**config.mk**
```make
export PLATFORM = sky130hd
export DESIGN_NAME = pipelined_adder
export DESIGN_NICKNAME = d
export VERILOG_FILES = /design/src/rtl/adder_pkg.sv /design/src/rtl/adder_slice.sv /design/src/rtl/pipelined_adder.sv
export SDC_FILE = /design/constraint.sdc
export NUM_CORES = 1
export LEC_CHECK = 0
export CORE_ASPECT_RATIO = 0.6
export CORE_MARGIN = 2
export CORE_UTILIZATION = 46
export DETAILED_ROUTE_END_ITERATION = 10
export PLACE_DENSITY = 0.72
export RECOVER_POWER = 50
export SETUP_SLACK_MARGIN = 0.5
export SLEW_MARGIN = 25
export SYNTH_ARGS = -nofsm -noshare
export SYNTH_HDL_FRONTEND = slang
export SYNTH_HIERARCHICAL = 1
export SYNTH_SLANG_ARGS = --single-unit
```
**constraint.sdc**
```tcl
create_clock -name clk -period 4.2 [get_ports clk]
set_input_delay 0.42 -clock clk [delete_from_list [all_inputs] [get_ports clk]]
set_output_delay 0.42 -clock clk [all_outputs]
set_load 0.05 [all_outputs]
```
**src/rtl/adder_pkg.sv**
```systemverilog
// adder_pkg: shared mode flags and configuration limits for the pipelined adder
package adder_pkg;
  localparam int MIN_WIDTH = 8;
  localparam int MAX_WIDTH = 64;
  localparam int MIN_STAGES = 1;
  localparam int MAX_STAGES = 4;
  typedef struct packed {
    logic op_sub;
    logic signed_mode;
    logic sat_en;
  } mode_t;
  function automatic bit cfg_ok(input int w, input int s);
    return w >= MIN_WIDTH && w <= MAX_WIDTH && s >= MIN_STAGES && s <= MAX_STAGES && w % s == 0;
  endfunction
endpackage

```
**src/rtl/adder_slice.sv**
```systemverilog
// adder_slice: combinational W-bit ripple segment exposing the carry into and out of its MSB
module adder_slice #(
  parameter int W = 16
) (
  input  logic [W-1:0] a,
  input  logic [W-1:0] b,
  input  logic         cin,
  output logic [W-1:0] s,
  output logic         cout,
  output logic         cmsb
);
  assign {cmsb, s[W-2:0]} = {1'b0, a[W-2:0]} + {1'b0, b[W-2:0]} + {{(W-1){1'b0}}, cin};
  assign {cout, s[W-1]} = {1'b0, a[W-1]} + {1'b0, b[W-1]} + {1'b0, cmsb};
endmodule

```
**src/rtl/pipelined_adder.sv**
```systemverilog
// pipelined_adder: STAGES-deep carry-segmented add/subtract with overflow and saturation
module pipelined_adder
  import adder_pkg::*;
#(
  parameter int WIDTH  = 32,
  parameter int STAGES = 2
) (
  input  logic             clk,
  input  logic             rst_n,
  input  logic             in_valid,
  output logic             in_ready,
  input  logic [WIDTH-1:0] a,
  input  logic [WIDTH-1:0] b,
  input  logic             cin,
  input  logic             op_sub,
  input  logic             signed_mode,
  input  logic             sat_en,
  output logic             out_valid,
  input  logic             out_ready,
  output logic [WIDTH-1:0] sum,
  output logic             cout,
  output logic             overflow
);
  localparam int SW = WIDTH / STAGES;
  localparam int L = STAGES - 1;
  localparam logic [WIDTH-1:0] SLICE_MASK = WIDTH'({SW{1'b1}});

  if (!cfg_ok(WIDTH, STAGES)) begin : g_bad_cfg
    $error("pipelined_adder: illegal WIDTH/STAGES combination");
  end

  logic             r_valid [STAGES];
  logic [WIDTH-1:0] r_a     [STAGES];
  logic [WIDTH-1:0] r_b     [STAGES];
  logic [WIDTH-1:0] r_s     [STAGES];
  logic             r_c     [STAGES];
  mode_t            r_m     [STAGES];
  logic             r_ovf;

  logic             w_v  [STAGES];
  logic [WIDTH-1:0] w_a  [STAGES];
  logic [WIDTH-1:0] w_b  [STAGES];
  logic [WIDTH-1:0] w_si [STAGES];
  logic [WIDTH-1:0] w_sn [STAGES];
  logic [SW-1:0]    w_ss [STAGES];
  logic             w_ci [STAGES];
  logic             w_co [STAGES];
  logic             w_cm [STAGES];
  mode_t            w_m  [STAGES];
  logic             w_en, w_ovf;
  logic [WIDTH-1:0] w_sat, w_fin;

  // Subtract folds into the same chain: b is inverted once at entry, carry-in becomes !cin
  for (genvar k = 0; k < STAGES; k++) begin : g_st
    if (k == 0) begin : g_in
      assign w_v[k]  = in_valid;
      assign w_a[k]  = a;
      assign w_b[k]  = op_sub ? ~b : b;
      assign w_ci[k] = cin ^ op_sub;
      assign w_m[k]  = '{op_sub, signed_mode, sat_en};
      assign w_si[k] = '0;
    end else begin : g_mid
      assign w_v[k]  = r_valid[k-1];
      assign w_a[k]  = r_a[k-1];
      assign w_b[k]  = r_b[k-1];
      assign w_ci[k] = r_c[k-1];
      assign w_m[k]  = r_m[k-1];
      assign w_si[k] = r_s[k-1];
    end
    adder_slice #(.W(SW)) u_slice (
      .a    (w_a[k][k*SW +: SW]),
      .b    (w_b[k][k*SW +: SW]),
      .cin  (w_ci[k]),
      .s    (w_ss[k]),
      .cout (w_co[k]),
      .cmsb (w_cm[k])
    );
    assign w_sn[k] = (w_si[k] & ~(SLICE_MASK << (k*SW))) | (WIDTH'(w_ss[k]) << (k*SW));
  end

  // On signed overflow the true sign is the opposite of the wrapped result's MSB
  assign w_ovf = w_m[L].signed_mode ? w_cm[L] ^ w_co[L] : w_co[L] ^ w_m[L].op_sub;
  assign w_sat = w_m[L].signed_mode ? {~w_sn[L][WIDTH-1], {(WIDTH-1){w_sn[L][WIDTH-1]}}}
                                    : {WIDTH{~w_m[L].op_sub}};
  assign w_fin = (w_m[L].sat_en && w_ovf) ? w_sat : w_sn[L];

  assign w_en      = !(r_valid[L] && !out_ready);
  assign in_ready  = w_en;
  assign out_valid = r_valid[L];
  assign sum       = r_s[L];
  assign cout      = r_c[L];
  assign overflow  = r_ovf;

  always_ff @(posedge clk or negedge rst_n) begin
    if (!rst_n) begin
      for (int k = 0; k < STAGES; k++) begin
        r_valid[k] <= 1'b0;
        r_a[k]     <= '0;
        r_b[k]     <= '0;
        r_s[k]     <= '0;
        r_c[k]     <= 1'b0;
        r_m[k]     <= '0;
      end
      r_ovf <= 1'b0;
    end else if (w_en) begin
      for (int k = 0; k < STAGES; k++) begin
        r_valid[k] <= w_v[k];
        r_a[k]     <= w_a[k];
        r_b[k]     <= w_b[k];
        r_s[k]     <= (k == L) ? w_fin : w_sn[k];
        r_c[k]     <= w_co[k];
        r_m[k]     <= w_m[k];
      end
      r_ovf <= w_ovf;
    end
  end
endmodule

```
# == Word level (Yosys, flattened, before mapping) ==
# Index checks and enable logic that the tools add are counted.
# op_classes
add_sub_neg,8
multipliers,0
n_div,0
magnitude_cmp,0
n_eq_ne,0
n_shift,0
n_mux,4
n_bitwise,7
n_reduce_logical,4
# op_table
operator,n
2-to-1 mux 32 bit,3
adder 15 x 15 -> 16 bit,2
adder 16 x 1 -> 16 bit,2
NOT 32 bit,1
OR 16 x 32 -> 32 bit,1
adder 1 x 1 -> 2 bit,2
adder 2 x 1 -> 2 bit,2
bitwise XOR 1 bit,3
logical AND 1 bit,2
zero test 1 bit,2
NOT 1 bit,2
2-to-1 mux 1 bit,1
# totals
reg_bits,120
latch_bits,0
ram_bits,0
mem_bits_ro,0
input_bits,72
output_inout_bits,36
word_cells,35
memories,0

# == Logic depth before layout (Yosys ltp) ==
# Gate-level depths: netlist (run 1).
# logic_depth
depth_word,7
depth_mapped,14
depth_no_buf,12

# == Cells and area by module ==
# Netlist (run 1), hierarchy kept.
# by_module_without_submodules
module,instances,cells_per_inst,area_each_um2,seq_area_each_um2
pipelined_adder,1,354,3932.5,2202.1
adder_slice at g_st[1].u_slice,1,123,847.1,0.0
adder_slice at g_st[0].u_slice,1,100,745.7,0.0

# == Worst setup path after synthesis (run 1) ==
# No wires, ideal clock.
# synth_path
path_type,reg-to-reg
from,register r_a[52] in the netlist's numbering
to,register r_s (netlist bit sum[10])
setup_time_ns,0.137
arrival_ns,2.825
required_ns,4.063
slack_ns,1.238
path_stages_with_launch,14
path_buffers,1
synth_period_minus_slack_ns,2.962
cell_sequence,dfrtp_1 -> ha_1 -> a21o_1 -> a31o_2 -> o2111ai_1 -> nand3b_1 -> a31oi_1 -> fa_1 -> inv_1 -> xor2_1 -> nand4_1 -> o311a_1 -> clkbuf_1 -> a21oi_1
# synth_rtl
item,line,source
from (decl),pipelined_adder.sv:33,logic [WIDTH-1:0] r_a [STAGES];
"from (signal, indexed assignment)",pipelined_adder.sv:108,r_a[k] <= w_a[k];
"to (signal, indexed assignment)",pipelined_adder.sv:110,r_s[k] <= (k == L) ? w_fin : w_sn[k];
to (decl),pipelined_adder.sv:35,logic [WIDTH-1:0] r_s [STAGES];

==> impl_metrics.json, run 1 <==
{
  "setup_viol_count_final": 0,
  "postCtsSetupBuffers": 0,
  "routed_wirelength_mm": 12.9,
  "tns_ns": 0,
  "grt_use_met3_pct": 4.33,
  "grt_pass1_vias": 4176,
  "ioPinCount": 108,
  "grt_use_met2_pct": 30.2,
  "worstHoldPathCells": 1,
  "first_pass_iters": 5,
  "row_count": 30,
  "numCtsBuffers": 9,
  "place.gp.congestion": 0.907,
  "num_vias": 4342,
  "status": "complete, but fails checks",
  "switching_share_pct": 44.3,
  "cts-resized-gates": 0,
  "grt_pass1_wl_mm": 20.7,
  "min_from": "r_valid[1]",
  "clock-sinks": 88,
  "violations": "capacitance limit, slew limit",
  "syn_inst": 576,
  "powerDensity_mw_per_mm2": 621,
  "hold_path_end": "out_valid",
  "finalNonFillerCells": 802,
  "p_int_mw": 2.32,
  "dp_slack_ns": 0.780,
  "grtUsageMet1_pct": 29.8,
  "drc": 0,
  "ant_nets": 0,
  "dieHeight_um": 88.8,
  "dp_hpwl_mm": 9.46,
  "rr_startpoint": "r_a[52]",
  "drtIter0Drc": 304,
  "cts_tree": "done",
  "grt_remaining_overflow": 0,
  "max_freq_ghz": 0.291,
  "antenna_cells": 0,
  "gr-max-usage-layer": "met2",
  "required_ns": 4.46,
  "critical_path.slowest_cell": "o2111ai_1",
  "clk_pin_slew_ns": 0.07,
  "p_leak_nw": 2.92,
  "fin_worst_skew_ns": 0.00696,
  "period_share_pct": 81.8,
  "io_buffers": 107,
  "cp_num_buf_inv": 2,
  "fillCellCount": 996,
  "pwr-share-clk_pct": 18.6,
  "hold_viol": 0,
  "via_per_inst": 5.41,
  "nets": 743,
  "rr_endpoint": "sum[28]",
  "rsz0062_at_grt": "no",
  "rr_worst_depth": 12,
  "crit_type": "reg -> reg",
  "cts_max_level": 3,
  "antenna_found_initial": 0,
  "crit_path_end_kind": "flop",
  "cap_violations": 1,
  "min_period_ns": 3.44,
  "synth_nets": 682,
  "critPathLaunchType": "flop",
  "place_area_mm2": 0.00644,
  "ir_drop_mv": 0.427,
  "finalCoreUtilization_pct": 58.4,
  "reg2reg_slack_ns": 0.76,
  "tightest_slew_ns": 2.88,
  "layout-drive-gt1-share_pct": 11.4,
  "pwr-share-comb_pct": 50.4,
  "initial_utilization_pct": 48.0,
  "place_inst": 786,
  "grt_usage_pct": 20.2,
  "avgSynthCellArea_um2": 9.58,
  "clk_path_buf_depth": 2,
  "post_synth_instance_area_mm2": 0.00552,
  "critPathMaxStageDelay_ns": 0.48,
  "holdCritPathClass": "reg -> reg",
  "clockRootBuffer": "clkbuf_16",
  "setup_ws_ns": 0.765,
  "worstPathMaxFanout": 30,
  "max_slew_margin_pct": -92.1,
  "syn_to_final_growth_pct": 21.6,
  "critical-path-top-delay-family": "compound AO/OA/AOI/OAI gates",
  "switchingPower_mw": 1.85,
  "p_seq_share_pct": 31.0,
  "core_area_mm2": 0.0115,
  "yosys_warnings": 6,
  "worstSetupStartpoint": "r_a[52]",
  "grt_start_max_net_pins": 54,
  "design_area_mm2": 0.00671,
  "ctsHoldBuffers": 0,
  "critPathArrivalTime_ns": 3.70,
  "maxSlewViolCount": 54,
  "clk_latency_ns": 0.34,
  "dieArea_mm2": 0.0129,
  "die_x_um": 145,
  "post_drt_wl_per_cell_um": 16.0,
  "crit_chain": "ha_1 > a21o_1 > a31o_2 > o2111ai_1 > nand3b_1 > a31oi_1 > fa_1 > inv_1 > nand4_1 > o311a_1 > buf_4 > a21oi_1"
}
==> cell usage in the layout, fill, tap and decap left out, types with 19 or more instances in the layout <==
cell             instances
nor2_1                  71
ha_1                    28
xnor2_1                 26
mux2_2                  39
nand2_1                 47
clkdlybuf4s50_1         96
xor2_1                  25
inv_1                   19
dfrtp_1                 88
a21oi_1                 64
==> power by group through the flow <==
stage / clock network [mW] / registers [mW] / logic, mW
global placement: 0 / 1.30 / 2.05
global route: 0.828 / 1.33 / 2.25
CTS: 0.797 / 1.30 / 2.11
detailed placement: 0 / 1.31 / 2.10
floorplan: 0 / 1.28 / 1.68
finish: 0.775 / 1.29 / 2.10
==> cell type report <==
class | count | area [µm²] | share of cell area (%)
multi-input cells | 407 | 2850 | 42.5
well taps | 160 | 200 | 2.98
inverters | 19 | 71.3 | 1.06
clock buffers | 9 | 225 | 3.36
flip-flops and latches | 88 | 2200 | 32.8
repair buffers | 112 | 1090 | 16.3
clock inverters | 7 | 62.6 | 0.932
==> routing by layer <==
layer | share of wire [%] | vias up
li1 | - | 2066
met1 | 49 | 2080
met2 | 43 | 178
met3 | 6.6 | 18
met4 | 1.2 | 0
met5 | 0 | -
==> registers in the layout (all words and copies together), names as in the netlist <==
signal     cells
r_c            1
r_a           16
r_valid        1
sum           32
out_valid      1
r_m            3
cout           1
r_s           16
overflow       1
r_b           16
==> metrics by stage <==
step / hold slack, ns / power (mW)
after floorplan: 0.124 / 2.97
after global placement: 0.438 / 3.35
after detailed placement: 0.459 / 3.40
after CTS: 0.145 / 4.20
after global routing: 0.500 / 4.40
final: 0.470 / 4.17
==> worst max path at each step <==
| stage | slack [ns] | depth (start not counted) | endpoint |
|---|---|---|---|
| after floorplan | 1.24 | 13 | sum[10] |
| after global placement | 0.87 | 10 | r_s[46] |
| after detailed placement | 0.78 | 11 | r_s[47] |
| after CTS | 0.81 | 12 | sum[28] |
| after global routing | 0.40 | 2 | r_m[5] |
| final | 0.76 | 12 | sum[28] |
==> worst reg2reg max path: stages, from the launching register on <==
cell and delay [ns]:
dfrtp_1 0.38, ha_1 0.37, a21o_1 0.21, a31o_2 0.23, o2111ai_1 0.48, nand3b_1 0.19, a31oi_1 0.23, fa_1 0.44
inv_1 0.12, nand4_1 0.11, o311a_1 0.16, buf_4 0.25, a21oi_1 0.20
(Power assumes the default switching activity.)
==> run 2: changes to the inputs <==
==> constraint.sdc (replaced) <==
create_clock -name clk -period 3.3 [get_ports clk]
set_input_delay 0.33 -clock clk [delete_from_list [all_inputs] [get_ports clk]]
set_output_delay 0.33 -clock clk [all_outputs]
set_load 0.05 [all_outputs]
==> run 2 against run 1 <==
The flow still finishes with violations (capacitance limit, slew limit); global-route usage up 2.5 points; register-to-register slack got worse by 0.51 ns; maximum frequency increased by 13%; die area stayed put; clock power rose by 32%; non-clock buffer count is 18 higher; critical path type unchanged; sequential cell count is the same.
==> impl_metrics.json, run 2 (synthesis results as in run 1) <==
{
  "crit_chain": "ha_4 > a21o_1 > a31o_4 > o2111ai_4 > nand3b_1 > a31oi_2 > fa_1 > inv_2 > nand4_1 > o311a_4 > buf_16 > a21oi_1",
  "drc": 0,
  "grt_start_max_net_pins": 89,
  "reg2reg_slack_ns": 0.25,
  "design_area_mm2": 0.00717,
  "grt_remaining_overflow": 0,
  "nets": 764,
  "largest_reg_flops": 32,
  "ant_nets": 0,
  "place_area_mm2": 0.00648,
  "cts_max_level": 3,
  "dieHeight_um": 88.8,
  "critPathMaxStageDelay_ns": 0.47,
  "worstPathMaxFanout": 14,
  "routed_wirelength_mm": 14.8,
  "post_drt_wl_per_cell_um": 17.9,
  "clockRootBuffer": "clkbuf_16",
  "worstHoldPathCells": 1,
  "core_area_mm2": 0.0115,
  "dp_hpwl_mm": 9.40,
  "cts_tree": "done",
  "min_from": "r_valid[1]",
  "clock-sinks": 88,
  "antenna_found_initial": 0,
  "row_count": 30,
  "tns_ns": 0,
  "dieArea_mm2": 0.0129,
  "io_buffers": 107,
  "violations": "capacitance limit, slew limit",
  "status": "complete, but fails checks",
  "via_per_inst": 5.61,
  "setup_viol_count_final": 0,
  "max_freq_ghz": 0.328,
  "crit_type": "reg -> reg",
  "fin_worst_skew_ns": 0.00681,
  "first_pass_iters": 5,
  "grt_pass1_vias": 4334,
  "rr_startpoint": "r_a[52]",
  "max_slew_margin_pct": -43.8,
  "grt_pass1_wl_mm": 22.7,
  "maxSlewViolCount": 133,
  "critPathArrivalTime_ns": 3.30,
  "clk_path_buf_depth": 2,
  "critPathLaunchType": "flop",
  "clk_latency_ns": 0.34,
  "ir_drop_mv": 0.446,
  "rr_endpoint": "sum[18]",
  "syn_to_final_growth_pct": 29.9,
  "final_cell_mix": "clkdlybuf4s50_1 (103), dfrtp_1 (88), nor2_1 (70), a21oi_1 (52), nand2_1 (46)",
  "period_share_pct": 92.4,
  "hold_viol": 0,
  "ioPinCount": 108,
  "dp_slack_ns": 0.0377,
  "grt_usage_pct": 22.6,
  "critical_path.slowest_cell": "fa_1",
  "holdCritPathClass": "reg -> reg",
  "final_common_cell": "clkdlybuf4s50_1",
  "die_x_um": 145,
  "required_ns": 3.56,
  "antenna_cells": 0,
  "min_period_ns": 3.05,
  "p_leak_nw": 3.07,
  "powerDensity_mw_per_mm2": 805,
  "setup_ws_ns": 0.252,
  "place.gp.congestion": 0.957,
  "hold_path_end": "out_valid",
  "clk_pin_slew_ns": 0.07,
  "crit_path_end_kind": "flop",
  "numCtsBuffers": 9,
  "cap_violations": 2,
  "initial_utilization_pct": 48.0,
  "drtIter0Drc": 666,
  "layout-drive-gt1-share_pct": 19.6,
  "num_vias": 4618,
  "rr_worst_depth": 12,
  "tightest_slew_ns": 2.16,
  "fillCellCount": 923,
  "rsz0062_at_grt": "yes"
}
==> run 2: cell count changes in the layout (fill, tap and decap cells not counted), sizes merged, moves of 3 or more <==
cell           delta
mux2              +3
dlygate4sd3       -8
clkdlybuf4s50     +7
buf              +16
clkbuf            +3
inv               -4
==> run 2: critical path, delay by kind of cell, from the launching register on <==
family | cells | cell delay (ns)
adders and majority gates | 2 | 0.74
AOI/OAI and AO/OA | 6 | 1.27
buffers and inverters | 2 | 0.26
DFF | 1 | 0.41
and+or+nand+nor | 2 | 0.26
==> run 2: timing repair <==
item	CTS	global route
pin swaps	6	6
gates resized for setup	27	18
setup buffers	9	7
setup endpoints to repair	34	38
gates cloned	4	1
hold endpoints to repair	0	0
hold buffers	0	0
==> run 2: routing by layer <==
| layer | vias up | track usage [%] | share of wire (%) |
|---|---|---|---|
| met5 | - | 0 | 0 |
| met2 | 221 | 34.9 | 45 |
| met1 | 2252 | 32.4 | 46 |
| met3 | 19 | 5.67 | 8.0 |
| met4 | 0 | 5.53 | 1.4 |
| li1 | 2126 | - | - |
==> run 2: how the worst max path moves through the flow <==
stage | startpoint | to | slack [ns] | depth (start not counted)
after floorplan | op_sub | r_s[47] | 0.54 | 11
after global placement | b[0] | r_s[46] | 0.11 | 11
after detailed placement | b[0] | r_s[46] | 0.04 | 11
after CTS | r_a[48] | sum[22] | 0.44 | 12
after global routing | r_a[52] | sum[18] | 0.21 | 12
final | r_a[52] | sum[18] | 0.25 | 12
==> run 2: where the power goes <==
| part | switching (mW) | total (mW) | internal, mW |
|---|---|---|---|
| logic | 1.85 | 3.07 | 1.22 |
| clock network | 0.433 | 1.02 | 0.591 |
| registers | 0.245 | 1.68 | 1.43 |
| total | 2.53 | 5.77 | 3.24 |
==> run 2: final cells by class <==
class	instances	area (µm²)	share of cell area (%)
Inverter	19	71.3	0.995
Tap cell	160	200	2.79
Multi-Input combinational cell	410	3110	43.4
Clock inverter	6	68.8	0.960
Timing Repair Buffer	130	1280	17.9
Sequential cell	88	2200	30.7
Clock buffer	10	229	3.19
==> run 2: per-stage QoR <==
stage / power (mW) / utilization, % / hold WS [ns] / cells
after floorplan: 3.80 / - / 0.0344 / 576
after global placement: 4.29 / 56.4 / 0.440 / 786
after detailed placement: 4.37 / 56.4 / 0.454 / 786
after CTS: 5.62 / 61.3 / 0.0882 / 815
after global routing: 6.05 / 62.4 / 0.489 / 823
final: 5.77 / 62.4 / 0.458 / 823
